===== src/rtl/mem_port_arbiter.sv =====
// Shares one memory port between instruction fetch and data load/store.
// Data has priority over fetch; a burst limit forces a fetch so it cannot starve.
module mem_port_arbiter #(
    parameter int ADDR_W      = 32,
    parameter int DATA_W      = 32,
    parameter int TIMEOUT     = 16,
    parameter int MAX_D_BURST = 4
) (
    input  logic              clk,
    input  logic              rst,
    input  logic              if_req,
    input  logic [ADDR_W-1:0] if_addr,
    output logic              if_ack,
    output logic [DATA_W-1:0] if_rdata,
    input  logic              d_req,
    input  logic              d_we,
    input  logic [ADDR_W-1:0] d_addr,
    input  logic [DATA_W-1:0] d_wdata,
    output logic              d_ack,
    output logic [DATA_W-1:0] d_rdata,
    output logic              mem_en,
    output logic              mem_we,
    output logic [ADDR_W-1:0] mem_addr,
    output logic [DATA_W-1:0] mem_wdata,
    input  logic [DATA_W-1:0] mem_rdata,
    input  logic              mem_ready,
    output logic              stall,
    output logic              bus_err,
    output logic [1:0]        dbg_state
);

    localparam int TMO_W = $clog2(TIMEOUT + 1);
    localparam int BST_W = $clog2(MAX_D_BURST + 1);

    typedef enum logic [1:0] {
        S_IDLE   = 2'd0,
        S_ACCESS = 2'd1,
        S_DONE   = 2'd2
    } state_t;

    state_t              state_q, state_d;
    logic                owner_q, owner_d;  // 1 = data, 0 = fetch
    logic [ADDR_W-1:0]   addr_q, addr_d;
    logic                we_q, we_d;
    logic [DATA_W-1:0]   wdata_q, wdata_d;
    logic [BST_W-1:0]    burst_q, burst_d;
    logic [TMO_W-1:0]    tmo_q, tmo_d;
    logic                err_q, err_d;
    logic [DATA_W-1:0]   if_rdata_q, if_rdata_d;
    logic [DATA_W-1:0]   d_rdata_q, d_rdata_d;
    logic                if_ack_q, if_ack_d;
    logic                d_ack_q, d_ack_d;
    logic                bus_err_q, bus_err_d;
    logic                mem_en_q, mem_en_d;
    logic                mem_we_q, mem_we_d;
    logic                grant_data;

    always_comb begin
        state_d    = state_q;
        owner_d    = owner_q;
        addr_d     = addr_q;
        we_d       = we_q;
        wdata_d    = wdata_q;
        burst_d    = burst_q;
        tmo_d      = tmo_q;
        err_d      = err_q;
        if_rdata_d = if_rdata_q;
        d_rdata_d  = d_rdata_q;
        if_ack_d   = 1'b0;
        d_ack_d    = 1'b0;
        bus_err_d  = 1'b0;
        mem_en_d   = 1'b0;
        mem_we_d   = 1'b0;
        grant_data = 1'b0;

        case (state_q)
            S_IDLE: begin
                if (if_req || d_req) begin
                    grant_data = d_req && !(if_req && burst_q == BST_W'(MAX_D_BURST));
                    owner_d    = grant_data;
                    addr_d     = grant_data ? d_addr : if_addr;
                    we_d       = grant_data && d_we;
                    wdata_d    = grant_data ? d_wdata : '0;
                    if (grant_data && if_req) begin
                        if (burst_q != BST_W'(MAX_D_BURST)) burst_d = burst_q + 1'b1;
                    end else begin
                        burst_d = '0;
                    end
                    // Misaligned data access never reaches memory.
                    if (grant_data && d_addr[1:0] != 2'b00) begin
                        state_d   = S_DONE;
                        err_d     = 1'b1;
                        d_ack_d   = 1'b1;
                        bus_err_d = 1'b1;
                    end else begin
                        state_d  = S_ACCESS;
                        mem_en_d = 1'b1;
                        mem_we_d = grant_data && d_we;
                    end
                end
            end
            S_ACCESS: begin
                tmo_d    = tmo_q + 1'b1;
                mem_en_d = 1'b1;
                mem_we_d = we_q;
                if (mem_ready || tmo_q == TMO_W'(TIMEOUT - 1)) begin
                    state_d   = S_DONE;
                    mem_en_d  = 1'b0;
                    mem_we_d  = 1'b0;
                    if_ack_d  = !owner_q;
                    d_ack_d   = owner_q;
                    err_d     = !mem_ready;
                    bus_err_d = !mem_ready;
                    if (!mem_ready) begin
                        if (owner_q) d_rdata_d = '0;
                        else         if_rdata_d = '0;
                    end else if (!we_q) begin
                        if (owner_q) d_rdata_d = mem_rdata;
                        else         if_rdata_d = mem_rdata;
                    end
                end
            end
            S_DONE: begin
                state_d = S_IDLE;
                tmo_d   = '0;
                err_d   = 1'b0;
            end
            default: state_d = S_IDLE;
        endcase
    end

    always_ff @(posedge clk or negedge rst) begin
        if (!rst) begin
            state_q    <= S_IDLE;
            owner_q    <= 1'b0;
            addr_q     <= '0;
            we_q       <= 1'b0;
            wdata_q    <= '0;
            burst_q    <= '0;
            tmo_q      <= '0;
            err_q      <= 1'b0;
            if_rdata_q <= '0;
            d_rdata_q  <= '0;
            if_ack_q   <= 1'b0;
            d_ack_q    <= 1'b0;
            bus_err_q  <= 1'b0;
            mem_en_q   <= 1'b0;
            mem_we_q   <= 1'b0;
        end else begin
            state_q    <= state_d;
            owner_q    <= owner_d;
            addr_q     <= addr_d;
            we_q       <= we_d;
            wdata_q    <= wdata_d;
            burst_q    <= burst_d;
            tmo_q      <= tmo_d;
            err_q      <= err_d;
            if_rdata_q <= if_rdata_d;
            d_rdata_q  <= d_rdata_d;
            if_ack_q   <= if_ack_d;
            d_ack_q    <= d_ack_d;
            bus_err_q  <= bus_err_d;
            mem_en_q   <= mem_en_d;
            mem_we_q   <= mem_we_d;
        end
    end

    assign if_ack    = if_ack_q;
    assign if_rdata  = if_rdata_q;
    assign d_ack     = d_ack_q;
    assign d_rdata   = d_rdata_q;
    assign mem_en    = mem_en_q;
    assign mem_we    = mem_we_q;
    assign mem_addr  = addr_q;
    assign mem_wdata = wdata_q;
    assign bus_err   = bus_err_q;
    assign dbg_state = state_q;
    assign stall     = (if_req & ~if_ack_q) | (d_req & ~d_ack_q);

endmodule


===== config.mk =====
export PLATFORM = sky130hd
export DESIGN_NAME = mem_port_arbiter
export DESIGN_NICKNAME = d
export VERILOG_FILES = /design/src/rtl/mem_port_arbiter.sv
export SDC_FILE = /design/constraint.sdc
export NUM_CORES = 1
export LEC_CHECK = 0
export CORE_ASPECT_RATIO = 1.75
export CORE_MARGIN = 5
export CORE_UTILIZATION = 30
export DETAILED_ROUTE_END_ITERATION = 12
export PLACE_DENSITY = 0.69
export SYNTH_ARGS = -nofsm -noshare
export SYNTH_HDL_FRONTEND = slang
export SYNTH_SLANG_ARGS = --single-unit

===== constraint.sdc =====
create_clock -name clk -period 2.65 [get_ports clk]
set_input_delay 0.53 -clock clk [delete_from_list [all_inputs] [get_ports clk]]
set_output_delay 0.53 -clock clk [all_outputs]
set_load 0.03 [all_outputs]

# ---- Word-level counts from Yosys, hierarchy flattened
# Cells that the tools add are included.
dict set report word_totals {
  reg_bits 145
}
dict set report classes {
  n_bitwise 5
  reduce_logical 20
  n_eq_ne 11
  addsub 2
  n_mux 33
}
# op count
set ops {}
lappend ops {{2-to-1 mux 32 bit} 10}
lappend ops {{2-to-1 mux 1 bit} 12}
lappend ops {{case mux 5 bit (2 select lines)} 1}
lappend ops {{AND reduction 5 bit} 2}
lappend ops {{!= test 2 bit, second input constant} 4}
lappend ops {{case mux 1 bit (2 select lines)} 4}
lappend ops {{nonzero test 2 bit} 4}
lappend ops {{2-to-1 mux 2 bit} 3}
lappend ops {{2-to-1 mux 3 bit} 2}
lappend ops {{adder 5 x 1 -> 5 bit, second input constant} 1}
lappend ops {{equality test 5 x 4 -> 1 bit, second input constant} 1}
lappend ops {{logical AND 1 bit} 5}
lappend ops {{!= test 2 x 1 -> 1 bit, second input constant} 2}
lappend ops {{case mux 2 bit (2 select lines)} 1}
lappend ops {{AND reduction 2 bit} 2}
lappend ops {{adder 3 x 1 -> 3 bit, second input constant} 1}
lappend ops {{equality test 3 bit, second input constant} 1}
lappend ops {{zero test 1 bit} 3}
lappend ops {{!= test 3 bit, second input constant} 1}
lappend ops {{AND reduction 3 bit} 1}
lappend ops {{bitwise AND 1 bit} 2}
lappend ops {{equality test 2 x 1 -> 1 bit, second input constant} 1}
lappend ops {{equality test 2 bit, second input constant} 1}
lappend ops {{zero test 2 bit} 1}
lappend ops {{3 further kinds} 5}

# ---- Depth between registers and ports, before layout
# Gate-level depths: netlist (run 1).
dict set report depth {
  ltp_word 8
  ltp_mapped 7
  mapped_depth_nobuf 6
}

# ---- Worst setup path before layout (run 1)
# No wires, ideal clock.
dict set report synth_path {
  path_kind {register -> register}
  startpoint {register tmo_q[0]}
  endpoint {register d_rdata_q[10], in the netlist d_rdata[10]}
  path_slack_ns 0.764
  path_buffers 1
  required_time_ns 2.525
  stages_incl_launch_ff 8
  setup_ns 0.125
  arrival_ns 1.761
  path_cell_list {dfrtp_1 -> ha_1 -> and3_1 -> ha_1 -> nor2_2 -> a211o_4 -> buf_6 -> mux2_4}
}
dict set report synth_between {
  elab_chain_cells 3
}
# item line_no
set synth_rtl {}
lappend synth_rtl {{start: declaration} 47} ;# logic [TMO_W-1:0] tmo_q, tmo_d;
lappend synth_rtl {{start signal: assignment} 156} ;# tmo_q <= tmo_d;
lappend synth_rtl {{equality test 5 x 4 -> 1 bit} 106} ;# if (mem_ready || tmo_q == TMO_W'(TIMEOUT - 1)) begin
lappend synth_rtl {{logical OR 1 bit} 106}
lappend synth_rtl {{AND reduction 5 bit (no line)} --}
lappend synth_rtl {{end signal: assignment} 159} ;# d_rdata_q <= d_rdata_d;
lappend synth_rtl {{end: declaration} 50} ;# logic [DATA_W-1:0] d_rdata_q, d_rdata_d;
# Every way passes these cells.
# A chain may end at the register's enable or synchronous reset.

# ---- Worst setup path after layout (run 1)
dict set report layout_path {
  startpoint {input port if_req}
  endpoint {output port stall}
}
dict set report layout_between {
  elab_chain_cells 2
}
# item line_no
set layout_rtl {}
lappend layout_rtl {{start: declaration} 11} ;# input logic if_req,
lappend layout_rtl {{bitwise AND 1 bit} 178} ;# assign stall = (if_req & ~if_ack_q) | (d_req & ~d_ack_q);
lappend layout_rtl {{bitwise OR 1 bit} 178}
lappend layout_rtl {{end: declaration} 27} ;# output logic stall,
# Every way passes these cells.

==> flow_metrics.py, run 1 <==
metrics = {
    "floorplan": {
        "fp.dieW_um": 121,
        "die_y_um": 204,
        "boundaryPins": 270,
        "fp-row-count": 71,
        "core_um2": 21300,
        "floorplan.initialDensity_pct": 30.3,
        "die_area_um2": 24700,
    },
    "setup_path": {
        "crit_start": "if_req",
        "path_cells": "clkdlybuf4s50_1, inv_1, o22ai_1, buf_12",
        "regToRegEndpoint": "if_rdata[16]$_DFFE_PN0P_",
        "slowest_delay_ns": 0.67,
        "crit_slowest_cell": "clkdlybuf4s50_1",
        "worstSetupPathType": "input port to output pin",
        "crit_required_ns": 2.12,
        "worstPathArrival_ns": 1.77,
        "ff2ff_path_depth": 6,
        "path_max_fanout": 7,
        "ff2ff_setup_slack_ns": 0.38,
        "critPathCaptureType": "output pin",
        "crit_cells": 4,
        "setup.worst_path.end": "stall",
        "r2r-start": "tmo_q[0]$_DFFE_PN0P_",
        "crit_buf_inv": 3,
        "crit_path_start_kind": "input port",
        "cpLargestDelayFamily": "buffers and inverters",
    },
    "pwr": {
        "p_clk_share_pct": 19.9,
        "intPower_mw": 7.33,
        "swShare_pct": 39.9,
        "p_seq_share_pct": 30.3,
        "power.density_nw_per_um2": 1220,
        "ir_worst_vdd_v": 0.000698,
        "switching_power_mw": 4.87,
        "power_leakage_nw": 4.47,
        "p_comb_share_pct": 49.9,
    },
    "synth": {
        "async_flop_share_pct": 100,
        "yosysMostFrequentCell": "dfrtp_1",
        "ys_warn_count": 0,
        "synth.top_cells.by_count": "dfrtp_1 (145), nand2_1 (72), mux2_4 (60)",
        "synth_cell_types": 37,
        "syn_area_per_cell_um2": 12.6,
        "ys_seq_area_share_pct": 56.2,
        "synth_cells": 511,
        "netlist_area_um2": 6460,
        "synth.area.top_cells": "dfrtp_1 (56%), mux2_4 (14%), a22o_1 (4.5%)",
        "ys.flop_type": "dfrtp_1",
        "yosysTopAreaCellShare_pct": 56.2,
        "synth_enable_flop_cells": 0,
        "yosys.area.top_type": "dfrtp_1",
        "synth_nets": 652,
        "synth-seq-cells": 145,
    },
    "cts": {
        "clkSinkCount": 145,
        "clk_latency_ns": 0.42,
        "cts_resized": 0,
        "holdBufCountCts": 0,
        "numCtsBuffers": 17,
        "cts_tree": "built",
        "h-tree-depth": 4,
        "clockBufferDepth": 2,
        "clk_pin_slew_ns": 0.06,
        "cts_setup_buffers": 0,
        "root_buffer": "clkbuf_16",
    },
    "place": {
        "dp_hpwl_mm": 14.2,
        "place.gp.congestion": 0.787,
        "dp_cells": 1011,
        "place_area_um2": 9410,
        "io_buffers": 269,
        "place_ws_ns": 0.236,
    },
    "cells_and_area": {
        "fillers": 1939,
        "layout.area.seq_um2": 3630,
        "drive_above_1_share_pct": 15.4,
        "synthToLayoutAreaGrowth_pct": 55.0,
        "multi_input_area_um2": 2560,
        "fin_cells": 1043,
        "num-nets-final": 916,
        "antenna_cells": 0,
        "stdcell_area_um2": 10000,
    },
    "sta": {
        "slew_viol_final": 0,
        "max_freq_mhz": 435,
        "worst_pin_slew_ns": 0.617,
        "setup_viol": 0,
        "hold_viol": 0,
        "setup_ws_ns": 0.352,
        "finalSetupTns_ns": 0,
        "relSlewSlack_pct": 58.9,
        "period_share_pct": 86.7,
        "period_minus_slack_ns": 2.30,
        "rsz0062_at_grt": "false",
        "final.setup_skew_ns": 0.00575,
    },
    "flow_run": {
        "drv_cap": 0,
    },
    "global_routing": {
        "grt_pass1_vias": 5347,
        "overflow": 0,
        "grtUsageTotal_pct": 15.8,
        "antenna_found_initial": 0,
        "grt_start_max_net_pins": 72,
        "grt_pass1_wl_mm": 30.0,
    },
    "detailed_routing": {
        "drtPass1Iterations": 4,
        "drt-initial-drc-count": 248,
        "drt-wirelength-per-cell_um": 18.5,
        "routed_wl_mm": 19.2,
        "vias": 5048,
        "drc": 0,
        "ant_nets": 0,
        "routed_via_density": 4.84,
    },
    "run_status": {
        "status": "finished, final reports clean",
    },
    "hold_path": {
        "hold_path.class": "input port to asynchronous set/reset pin",
    },
}
## layout make-up
cell class                      instances  area share [%]
Sequential cell                       145            36.3
Timing Repair Buffer                  286            28.7
Multi-Input combinational cell        315            25.6
Inverter                               10           0.375
Clock buffer                           19            4.43
Tap cell                              255            3.19
Clock inverter                         13            1.51
## sequential cells by signal, summed over array words and instances (netlist names)
signal     flops
owner_q        1
mem_addr      32
tmo_q          5
bus_err        1
mem_wdata     32
if_rdata      32
we_q           1
d_rdata       32
burst_q        3
d_ack          1
mem_en         1
if_ack         1
dbg_state      2
mem_we         1
## cell families (layout without fill, tap and decap cells)
family,after synthesis,count (layout),share of synthesized area (%)
and+or+nand+nor,156,156,12.3
DFF,145,145,56.2
AOI/OAI and AO/OA,85,85,10.7
adders and majority gates,7,7,1.36
buffers and inverters,51,328,4.30
muxes,67,67,15.2
## layout by cell type (no fill, tap or decap), types with 2 or more instances in the layout
| cell type | count |
|---|---|
| and2_1 | 33 |
| o21ai_0 | 3 |
| a22o_1 | 33 |
| mux2_2 | 6 |
| o211ai_1 | 32 |
| nand3_1 | 2 |
| and3_1 | 2 |
| a21oi_1 | 2 |
| nand2_1 | 72 |
| nand4_1 | 32 |
| clkinv_4 | 2 |
| clkdlybuf4s50_1 | 267 |
| a32o_1 | 3 |
| buf_4 | 14 |
| bufinv_16 | 2 |
| a211o_4 | 2 |
| nor2_1 | 5 |
| mux2_4 | 60 |
| clkbuf_16 | 17 |
| nand2b_1 | 2 |
| buf_12 | 4 |
| inv_6 | 5 |
| clkinvlp_4 | 4 |
| o22ai_1 | 4 |
| dfrtp_1 | 145 |
| nor3b_1 | 2 |
| nand3b_1 | 2 |
| ha_1 | 7 |
| inv_1 | 10 |
## worst min path at each step
stage                                    end  slack (ns)  cells after the start
finish                d_rdata[3]$_DFFE_PN0P_        0.06                      1
detailed placement  mem_wdata[5]$_DFFE_PN0P_        0.48                      1
CTS                   d_rdata[3]$_DFFE_PN0P_        0.07                      1
global route          d_rdata[3]$_DFFE_PN0P_         0.1                      1
global placement     mem_addr[7]$_DFFE_PN0P_        0.48                      2
floorplan             burst_q[0]$_DFFE_PN0P_        0.23                      0
## power by group through the flow
stage | clock [mW] | sequential (mW) | combinational, mW
after floorplan | 0 | 5.31 | 1.94
after global placement | 0 | 3.70 | 6.08
after detailed placement | 0 | 3.70 | 6.16
after CTS | 2.50 | 3.70 | 6.16
after global routing | 2.58 | 3.82 | 6.43
final | 2.42 | 3.69 | 6.09
## per-layer routing
layer / vias to the layer above / global-route usage [%] / wire length (µm) / share of wire, %
li1: 2361 / - / - / -
met1: 2461 / 18.1 / 7410 / 38
met2: 188 / 27.3 / 10100 / 53
met3: 38 / 3.96 / 1020 / 5.3
met4: 0 / 7.29 / 678 / 3.5
met5: - / 0 / 0 / 0
## per-stage QoR
stage,power (mW),util [%],hold WS [ns]
floorplan,7.25,-,0.234
global placement,9.79,44.1,0.477
detailed placement,9.86,44.1,0.482
CTS,12.4,46.9,0.0734
global route,12.8,46.9,0.0971
finish,12.2,46.9,0.0644
Power figures use the tool's default switching activity.
==> run 2: changes to the inputs <==
- MAX_ROUTING_LAYER: not set -> met4
==> flow_metrics.py, run 2 (synthesis results as in run 1) <==
metrics = {
    "detailed_routing": {
        "vias": 5078,
        "drc": 0,
        "routed_wl_mm": 19.3,
        "drtPass1Iterations": 5,
        "drt-initial-drc-count": 288,
        "ant_nets": 0,
        "routed_via_density": 4.87,
        "drt-wirelength-per-cell_um": 18.5,
    },
    "cts": {
        "holdBufCountCts": 0,
        "cts_resized": 0,
        "cts_setup_buffers": 0,
        "clkSinkCount": 145,
        "numCtsBuffers": 17,
        "clk_latency_ns": 0.43,
        "h-tree-depth": 4,
        "clk_pin_slew_ns": 0.06,
        "clockBufferDepth": 2,
        "root_buffer": "clkbuf_16",
        "cts_tree": "built",
    },
    "pwr": {
        "p_seq_share_pct": 30.2,
        "ir_worst_vdd_v": 0.000701,
        "power_mw": 12.2,
        "p_comb_share_pct": 49.9,
        "intPower_mw": 7.33,
        "power.density_nw_per_um2": 1220,
        "power_leakage_nw": 4.47,
        "switching_power_mw": 4.87,
        "swShare_pct": 39.9,
        "p_clk_share_pct": 19.9,
    },
    "setup_path": {
        "crit_required_ns": 2.12,
        "worstPathArrival_ns": 1.78,
        "worstSetupPathType": "input port to output pin",
        "path_max_fanout": 7,
        "critPathCaptureType": "output pin",
        "crit_path_start_kind": "input port",
    },
    "sta": {
        "setup_viol": 0,
        "max_freq_mhz": 433,
        "final.setup_skew_ns": 0.00553,
        "period_minus_slack_ns": 2.31,
        "whs_ns": 0.0569,
        "worst_pin_slew_ns": 0.617,
        "relSlewSlack_pct": 58.8,
        "finalSetupTns_ns": 0,
        "rsz0062_at_grt": "false",
        "hold_viol": 0,
        "slew_viol_final": 0,
        "period_share_pct": 87.1,
    },
    "global_routing": {
        "grt_use_met2_pct": 27.6,
        "antenna_found_initial": 0,
        "overflow": 0,
        "use_met3_pct": 3.54,
        "grt_start_max_net_pins": 72,
        "grt_pass1_vias": 5349,
        "grtUsageTotal_pct": 16.2,
        "grt_pass1_wl_mm": 30.0,
        "use_met1_pct": 18.1,
        "grt.busiest_layer": "met2",
    },
    "floorplan": {
        "die_y_um": 204,
        "fp.dieW_um": 121,
        "die_area_um2": 24700,
        "core_um2": 21300,
        "boundaryPins": 270,
        "fp-row-count": 71,
        "floorplan.initialDensity_pct": 30.3,
    },
    "cells_and_area": {
        "fillers": 1939,
        "synthToLayoutAreaGrowth_pct": 55.0,
        "drive_above_1_share_pct": 15.4,
        "antenna_cells": 0,
        "layout_common_cells": "clkdlybuf4s50_1 (267), dfrtp_1 (145), nand2_1 (72)",
        "multi_input_area_um2": 2560,
        "final_common_cell": "clkdlybuf4s50_1",
        "fin_util_pct": 46.9,
        "num-nets-final": 916,
        "layout.area.seq_um2": 3630,
    },
    "hold_path": {
        "hold_path.class": "input port to asynchronous set/reset pin",
    },
    "place": {
        "io_buffers": 269,
        "dp_hpwl_mm": 14.2,
        "place.gp.congestion": 0.798,
    },
    "run_status": {
        "status": "finished, final reports clean",
    },
    "flow_run": {
        "drv_cap": 0,
    },
}
## run 2: path summary, 6_finish.rpt
kind / startpoint / to / slack, ns / depth (start not counted)
worst min register to register: mem_addr[31]$_DFFE_PN0P_ / mem_addr[31]$_DFFE_PN0P_ / 0.49 / 2
max in group asynchronous: rst / d_rdata[6]$_DFFE_PN0P_ / 1.78 / 2
min in group clk: mem_addr[31]$_DFFE_PN0P_ / mem_addr[31]$_DFFE_PN0P_ / 0.49 / 2
worst max register to register: tmo_q[0]$_DFFE_PN0P_ / if_rdata[16]$_DFFE_PN0P_ / 0.37 / 6
worst min-delay path: rst / d_rdata[3]$_DFFE_PN0P_ / 0.06 / 1
worst max-delay path: if_req / stall / 0.34 / 4
## run 2: cell type report
class / count / area share [%]
clock buffers: 19 / 4.43
well taps: 255 / 3.19
flip-flops and latches: 145 / 36.3
multi-input cells: 315 / 25.6
repair buffers: 286 / 28.7
inverters: 10 / 0.375
clock inverters: 13 / 1.51
## run 2: per-layer routing
metal  share of wire [%]  vias up
met1                  39     2485
met2                  54      194
met4                 3.0        0
met3                 4.8       39
met5                   0        -
li1                    -     2360
## run 2: critical path: stages
cell and delay, ns:
clkdlybuf4s50_1 0.68, inv_1 0.12, o22ai_1 0.29, buf_12 0.16
## run 2: power by group through the flow
stage	Sequential, mW	Clock (mW)	Combinational, mW
2_1_floorplan	5.31	0	1.94
3_3_place_gp	3.70	0	6.08
3_5_place_dp	3.70	0	6.16
4_1_cts	3.70	2.50	6.16
5_1_grt	3.82	2.58	6.42
6_report	3.69	2.43	6.09
## run 2: stage by stage
| stage | cell area (µm²) | worst slack [ns] | instances |
|---|---|---|---|
| after floorplan | 6460 | 0.764 | 511 |
| after global placement | 9410 | 0.265 | 1011 |
| after detailed placement | 9410 | 0.236 | 1011 |
| after CTS | 10000 | 0.334 | 1043 |
| after global routing | 10000 | 0.253 | 1043 |
| final | 10000 | 0.343 | 1043 |
